==> src/rtl/serdes_tx_sched.sv <==
// Transmit-side scheduler for a shared parallel-to-serial shifter.
// Round-robin arbitration among N requesters, one word per BITS-clock slot,
// comma words for link alignment after reset/resume, idle words when nobody has data.
module serdes_tx_sched #(
    parameter int unsigned     N          = 4,
    parameter int unsigned     BITS       = 8,
    parameter int unsigned     SYNC_WORDS = 4,
    parameter logic [BITS-1:0] COMMA      = BITS'(8'hBC),
    parameter logic [BITS-1:0] IDLE_WORD  = BITS'(8'h1C),
    parameter int unsigned     IDW        = $clog2(N)
) (
    input  logic              clk,
    input  logic              rst,
    input  logic              en,
    input  logic [N-1:0]      req_valid,
    input  logic [N*BITS-1:0] req_data,
    output logic [N-1:0]      req_ready,
    output logic              ser_load,
    output logic [BITS-1:0]   ser_word,
    output logic              ser_dk,
    output logic [IDW-1:0]    gnt_id
);

    localparam int unsigned BCW = (BITS > 1) ? $clog2(BITS) : 1;
    localparam int unsigned SCW = $clog2(SYNC_WORDS + 1);

    localparam logic [BCW-1:0] BitLast   = BCW'(BITS - 1);
    localparam logic [SCW-1:0] SyncFull  = SCW'(SYNC_WORDS);
    localparam logic [SCW-1:0] SyncAfter = SCW'(SYNC_WORDS - 1);

    typedef enum logic [1:0] {
        StSync,
        StRun,
        StPause
    } state_t;

    state_t         state;
    logic [BCW-1:0] bit_cnt;
    logic [SCW-1:0] sync_cnt;
    logic [IDW-1:0] last_gnt;

    logic            slot_end;
    logic            pick_valid;
    logic [IDW-1:0]  pick_idx;
    logic [BITS-1:0] pick_word;

    assign slot_end = (bit_cnt == BitLast);

    // Round-robin search starting just after the last granted requester.
    always_comb begin
        int unsigned idx;
        idx        = 0;
        pick_valid = 1'b0;
        pick_idx   = '0;
        for (int unsigned k = 1; k <= N; k++) begin
            idx = (k + 32'(last_gnt)) % N;
            if (!pick_valid && req_valid[idx]) begin
                pick_valid = 1'b1;
                pick_idx   = IDW'(idx);
            end
        end
        pick_word = req_data[32'(pick_idx)*BITS +: BITS];
    end

    // Accept is offered only in the last clock of a RUN slot while the link is enabled.
    always_comb begin
        req_ready = '0;
        if (state == StRun && en && slot_end && pick_valid) begin
            req_ready[pick_idx] = 1'b1;
        end
    end

    // Slot sequencing, sync/pause control and the registered serializer outputs.
    always_ff @(posedge clk or negedge rst) begin
        if (!rst) begin
            state    <= StSync;
            bit_cnt  <= BitLast;
            sync_cnt <= SyncFull;
            last_gnt <= IDW'(N - 1);
            ser_load <= 1'b0;
            ser_word <= '0;
            ser_dk   <= 1'b0;
            gnt_id   <= '0;
        end else begin
            ser_load <= 1'b0;
            case (state)
                StSync, StRun: begin
                    if (slot_end) begin
                        if (en) begin
                            bit_cnt  <= '0;
                            ser_load <= 1'b1;
                            if (state == StSync) begin
                                ser_word <= COMMA;
                                ser_dk   <= 1'b0;
                                sync_cnt <= sync_cnt - SCW'(1);
                                if (sync_cnt == SCW'(1)) begin
                                    state <= StRun;
                                end
                            end else if (pick_valid) begin
                                ser_word <= pick_word;
                                ser_dk   <= 1'b1;
                                gnt_id   <= pick_idx;
                                last_gnt <= pick_idx;
                            end else begin
                                ser_word <= IDLE_WORD;
                                ser_dk   <= 1'b0;
                            end
                        end else begin
                            // Counter parks at the last bit so resume is an immediate boundary.
                            state <= StPause;
                        end
                    end else begin
                        bit_cnt <= bit_cnt + BCW'(1);
                    end
                end
                StPause: begin
                    if (en) begin
                        bit_cnt  <= '0;
                        ser_load <= 1'b1;
                        ser_word <= COMMA;
                        ser_dk   <= 1'b0;
                        sync_cnt <= SyncAfter;
                        state    <= (SYNC_WORDS == 1) ? StRun : StSync;
                    end
                end
                default: begin
                    state <= StSync;
                end
            endcase
        end
    end

endmodule

==> config.mk <==
export PLATFORM = sky130hd
export DESIGN_NAME = serdes_tx_sched
export DESIGN_NICKNAME = d
export VERILOG_FILES = /design/src/rtl/serdes_tx_sched.sv
export SDC_FILE = /design/constraint.sdc
export NUM_CORES = 1
export LEC_CHECK = 0
export ABC_AREA = 1
export BUFFER_PORTS_ARGS = -buffer_cell sky130_fd_sc_hd__buf_2
export CAP_MARGIN = 10
export CORE_MARGIN = 5
export CORE_UTILIZATION = 47
export DETAILED_ROUTE_END_ITERATION = 16
export PLACE_DENSITY_LB_ADDON = 0.12
export REMOVE_ABC_BUFFERS = 1
export SLEW_MARGIN = 15
export SYNTH_ARGS = -nofsm -noshare
export SYNTH_HDL_FRONTEND = slang
export SYNTH_SLANG_ARGS = --single-unit
==> constraint.sdc <==
create_clock -name clk -period 6.1 [get_ports clk]
set_input_delay 1.22 -clock clk [delete_from_list [all_inputs] [get_ports clk]]
set_output_delay 1.22 -clock clk [all_outputs]
set_load 0.05 [all_outputs]
# --- Yosys cells after proc, flatten, opt, wreduce, memory -nomap -nowiden ---
# Cells that the tools add are included.
op_classes:
  shifts: 1
  n_bitwise: 1
  n_mux: 48
  n_addsub: 6
  eq_ne: 10
  n_lt_le_gt_ge: 6
  n_reduce_logical: 17
op_table:
  columns: ["cell", "n"]
  rows:
  - ["two-way mux 8 bit", 5]
  - ["indexed part select 32 x 6 -> 8 bit", 1]
  - ["two-way mux 2 bit", 9]
  - ["two-way mux 3 bit", 6]
  - ["two-way mux 1 bit", 16]
  - ["case mux 8 bit (2 select lines)", 1]
  - ["< comparator 2 x 3 -> 1 bit, second input constant", 5]
  - ["case mux 3 bit (2 select lines)", 2]
  - ["AND reduction 5 bit", 2]
  - ["binary-select mux 1 bit (select 2 bit)", 4]
  - ["inequality test 2 bit, second input constant", 4]
  - ["AND reduction 4 bit", 2]
  - ["logical AND 1 bit", 7]
  - ["inequality test 3 bit, second input constant", 2]
  - ["adder 1 x 2 -> 2 bit, first input constant", 2]
  - ["adder 2 bit, first input constant", 2]
  - ["two-way mux 4 bit", 1]
  - ["case mux 1 bit (2 select lines)", 2]
  - ["case mux 2 bit (2 select lines)", 1]
  - ["adder 3 x 1 -> 3 bit, second input constant", 1]
  - ["equality test 3 x 1 -> 1 bit, second input constant", 1]
  - ["equality test 3 bit, second input constant", 1]
  - ["zero test 1 bit", 3]
  - ["subtractor 3 x 1 -> 3 bit, second input constant", 1]
  - ["other kinds (8)", 8]
totals:
  regBits: 22
  out_inout_bits: 16

# --- Longest topological paths before layout ---
logic_depth:
  depth_word: 19
  mapped_depth: 17
  ltp_nobuf: 15

# --- Worst setup path after synthesis ---
# No wires, ideal clock.
synth_path:
  kind: "input-to-output"
  start: "input port req_valid[3]"
  end: "output port req_ready[0]"
  path_stages: 10
  n_path_buf: 1
  slack_ns: 1.806
  t_arrival_ns: 3.074
  cell_sequence: "inv_1 -> nand2_1 -> nand3_1 -> nand2_2 -> nor2_8 -> nand3_4 -> inv_2 -> nor2_4 -> buf_6 -> nor3_1"
synth_via:
  elab_chain_len: 17
  word_cells_on_any_way: 29
  classes_between: "order compare: 2; mux: 19; reduce/logical: 8"
synth_rtl:
  columns: ["element", "line", "rtl"]
  rows:
  - ["start: declaration", "15", "input logic [N-1:0] req_valid,"]
  - ["binary-select mux 1 bit (select 2 bit)", "57", "if (!pick_valid && req_valid[idx]) begin"]
  - ["two-way mux 1 bit (implied by the code)", "57", null]
  - ["two-way mux 1 bit", "57", null]
  - ["zero test 1 bit", "57", null]
  - ["logical AND 1 bit", "57", null]
  - ["two-way mux 1 bit", "57", null]
  - ["zero test 1 bit", "57", null]
  - ["logical AND 1 bit", "57", null]
  - ["two-way mux 1 bit", "57", null]
  - ["zero test 1 bit", "57", null]
  - ["logical AND 1 bit", "57", null]
  - ["two-way mux 2 bit", "57", null]
  - ["< comparator 2 x 3 -> 1 bit (implied by the code) or >= comparator 2 x 1 -> 1 bit (tied branches)", "69", "req_ready[pick_idx] = 1'b1;"]
  - ["logical AND 1 bit (implied by the code)", "69", null]
  - ["two-way mux 1 bit (implied by the code)", "69", null]
  - ["demux 1 bit (select 2 bit)", "69", null]
  - ["two-way mux 4 bit *", "68", "if (state == StRun && en && slot_end && pick_valid) begin"]
  - ["end: declaration", "17", "output logic [N-1:0] req_ready,"]
# Every way passes the cells marked *; elsewhere a longest branch is shown, timed or not. The select of a mux whose other input is x is not followed.

# --- Worst setup path in the final report ---
layout_path:
  start: "input port req_valid[3]"
  end: "output port req_ready[2]"
# The elaborated chain is that of the path after synthesis.

==> run metrics <==
Clk network pwr share=~5.2%; All-Layer GR Usage=15.8%; switching share of power=approximately 58%; Yosys cell types=25; Reg clk slew, reported paths=between 0.1 and 0.15 ns; Comb power frac=a little under three quarters; Critical Path Source Type=primary input; CP Data Arrival Time=between 2 and 3 ns; H-Tree Depth=1; area leader, netlist=dfrtp_1; Remaining DRCs=0; Yosys reg bits=22; internal power=0.494 mW; Yosys top cell area share=roughly 25%; required time worst endpoint=4.88 ns; Final Hold Fails=0; P per Cell Area=~620 nW/µm²; clk root buf=clkbuf_4; largest net degree at the start of global routing=23; Hold WC Path Type=reg -> reg; RSZ-0062 raised after global routing=false; critical path class=in -> out; Hold Path End=ser_word[0]; Final Max Tran Viols=0; Layout Nets=about 330; multi-input logic area=~900 µm²; Setup violations, final=0; initial antenna violation count=0; Sink Count=22; Worst R2R Start=last_gnt[0]; Clock Tree Buf Depth=2; final WL=around 3400 µm; Yosys warning count=0; fmax=approximately 240 MHz; Worst Setup End Kind=output pin; hold_sp=ser_word[0]; Final Util=57.2%; post_cts resized=0; initial core utilization=between 40% and 50%; CP max FO=14; Final Cycle Share=68.6%; Synth area leaders=dfrtp_1 25%, nand2_1 22%, dfstp_2 10%; Static Leak=around 1.1 nW; # diodes=0; die footprint=4610 µm²; Post-CTS Setup Inserts=0; R2R Setup Slk=between 3 and 4 ns; wire per inst=10.4 µm; Core Box Area=around 3300 µm²; maximum VDD drop=roughly 0.4 mV; Worst Tran Pin Value=~0.47 ns; routability cong.=between 0.8 and 0.9; Detailed Place HPWL=about 2800 µm; first-pass GRT wire length=5690 µm; # port buffers=54; Die X-Extent=around 68 µm; R2R Path End=ser_word[5]; R2R cell count=14; vias in the first global route=approximately 1,400; hold buffer count at CTS=0; Slew Limit Headroom=~69%; 1st-pass router iterations=4; Reg power frac=roughly a quarter; Antenna Violating Nets Remaining=0; switching power=between 0.6 and 0.7 mW; height of the die=a little under 70 µm; Fin Setup TNS=0 ns; # rows=21; Post-Synthesis Cells=about 230; total I/O pin count=55; status=finished, final reports clean; clock skew=0.000945 ns; sequential cell area=approximately 560 µm²; CTS tree=yes; via count=about 1,500; 1st-iter DRT viols=41; fraction of layout cells with a size suffix above 1=33.2%; minimum clock period=4.18 ns; register area share after synthesis=between 30% and 40%; Cell Area, Synth=1580 µm²; Mean Syn Cell Area=between 6 and 7 µm²; Layout area overhead=19.3%; total power=1.17 mW; Clock Latency Late Sink=0.29 ns; # Max-Cap Violations=0; Vias/cell=around 4.6; fill cell count=roughly 350; TritonCTS Buffers=3; GRT Residual Overflow=0; WHS Path Cells=2
==> power by group through the flow <==
| stage | clock, mW | sequential, mW | combinational (mW) |
|---|---|---|---|
| final | 0.0608 | 0.275 | 0.833 |
| after global routing | 0.0690 | 0.286 | 0.946 |
| after CTS | 0.0648 | 0.277 | 0.838 |
| after detailed placement | 0 | 0.280 | 0.834 |
| after global placement | 0 | 0.279 | 0.840 |
| after floorplan | 0 | 0.376 | 0.571 |
==> layout by cell type (no fill, tap or decap) <==
cell	count
nand2_1	92
buf_2	54
nand3_1	18
nor2_1	17
dfrtp_1	16
inv_1	15
nand2_2	13
a21oi_1	8
dfstp_2	6
nand4_1	5
o21ai_0	5
inv_2	4
o21ai_1	4
nor2_2	4
ha_1	4
nand2_4	3
clkbuf_4	3
nand3_2	2
nor3_1	2
inv_6	1
nor2_8	1
nand3_4	1
nor2_4	1
o22ai_1	1
==> synthesized netlist by cell type <==
master / count
nor2_1: 17
buf_2: 1
nor2_8: 1
nor2_4: 1
o21ai_1: 4
nand3_1: 18
buf_6: 3
nand2_4: 3
nand2_2: 13
ha_1: 4
inv_2: 4
nand2_1: 92
o21ai_0: 5
a21oi_1: 8
dfrtp_1: 16
inv_1: 15
nor2_2: 4
inv_6: 1
nand4_1: 5
nand3_4: 1
o22ai_1: 1
dfstp_2: 6
buf_4: 1
nor3_1: 2
nand3_2: 2
==> through the flow <==
stage          cells  setup WS, ns  hold WS, ns  instance area (µm²)
5_1_grt          326          1.66        0.527                 1880
4_1_cts          326          1.92        0.500                 1880
3_3_place_gp     323          1.87        0.480                 1860
2_1_floorplan    223          1.64        0.463                 1530
3_5_place_dp     323          1.94        0.471                 1860
6_report         326          1.92        0.493                 1880
==> worst max-delay path, cell delays in order <==
cell and delay, ns:
buf_2 0.09, inv_1 0.03, nand2_1 0.06, nand2_1 0.09
nand2_1 0.06, nand2_1 0.10, o21ai_1 0.15, nand2_1 0.06
nand2_1 0.05, nand2_1 0.28, inv_1 0.29, nand2_1 0.13
nor2_1 0.10, buf_2 0.27
==> layer usage <==
metal	share of wire, %	track usage, %	vias to the layer above
li1	-	-	822
met1	52	22.8	647
met2	42	24.5	40
met3	5.4	1.48	2
met4	0.56	5.71	0
met5	0	0	-
==> flip-flops by register name, summed over array words and instances (netlist names) <==
| signal | cells |
|---|---|
| ser_word | 8 |
| ser_dk | 1 |
| sync_cnt | 3 |
| gnt_id | 2 |
| last_gnt | 2 |
| ser_load | 1 |
| bit_cnt | 3 |
| state | 2 |
==> cell families after synthesis <==
group	synth area share, %
flops	35.4
simple gates	47.6
compound gates	5.80
buf+inv	8.02
fa+ha+maj	3.18
==> worst max-delay path by stage <==
stage | slack, ns | cells past startpoint | start | endpoint
floorplan | 1.64 | 9 | req_valid[3] | req_ready[0]
global placement | 1.87 | 13 | req_valid[3] | req_ready[0]
detailed placement | 1.94 | 14 | req_valid[3] | req_ready[2]
CTS | 1.92 | 14 | req_valid[3] | req_ready[2]
global route | 1.66 | 14 | req_valid[3] | req_ready[2]
finish | 1.92 | 14 | req_valid[3] | req_ready[2]
==> cell type report <==
cell class | count | area share (%)
tap | 46 | 3.06
timing repair buffer | 54 | 14.4
inverter | 20 | 4.26
clock buffer | 3 | 1.20
sequential | 22 | 29.7
multi-input combinational | 181 | 47.4
Note: power is estimated with default switching activity, not from simulation.
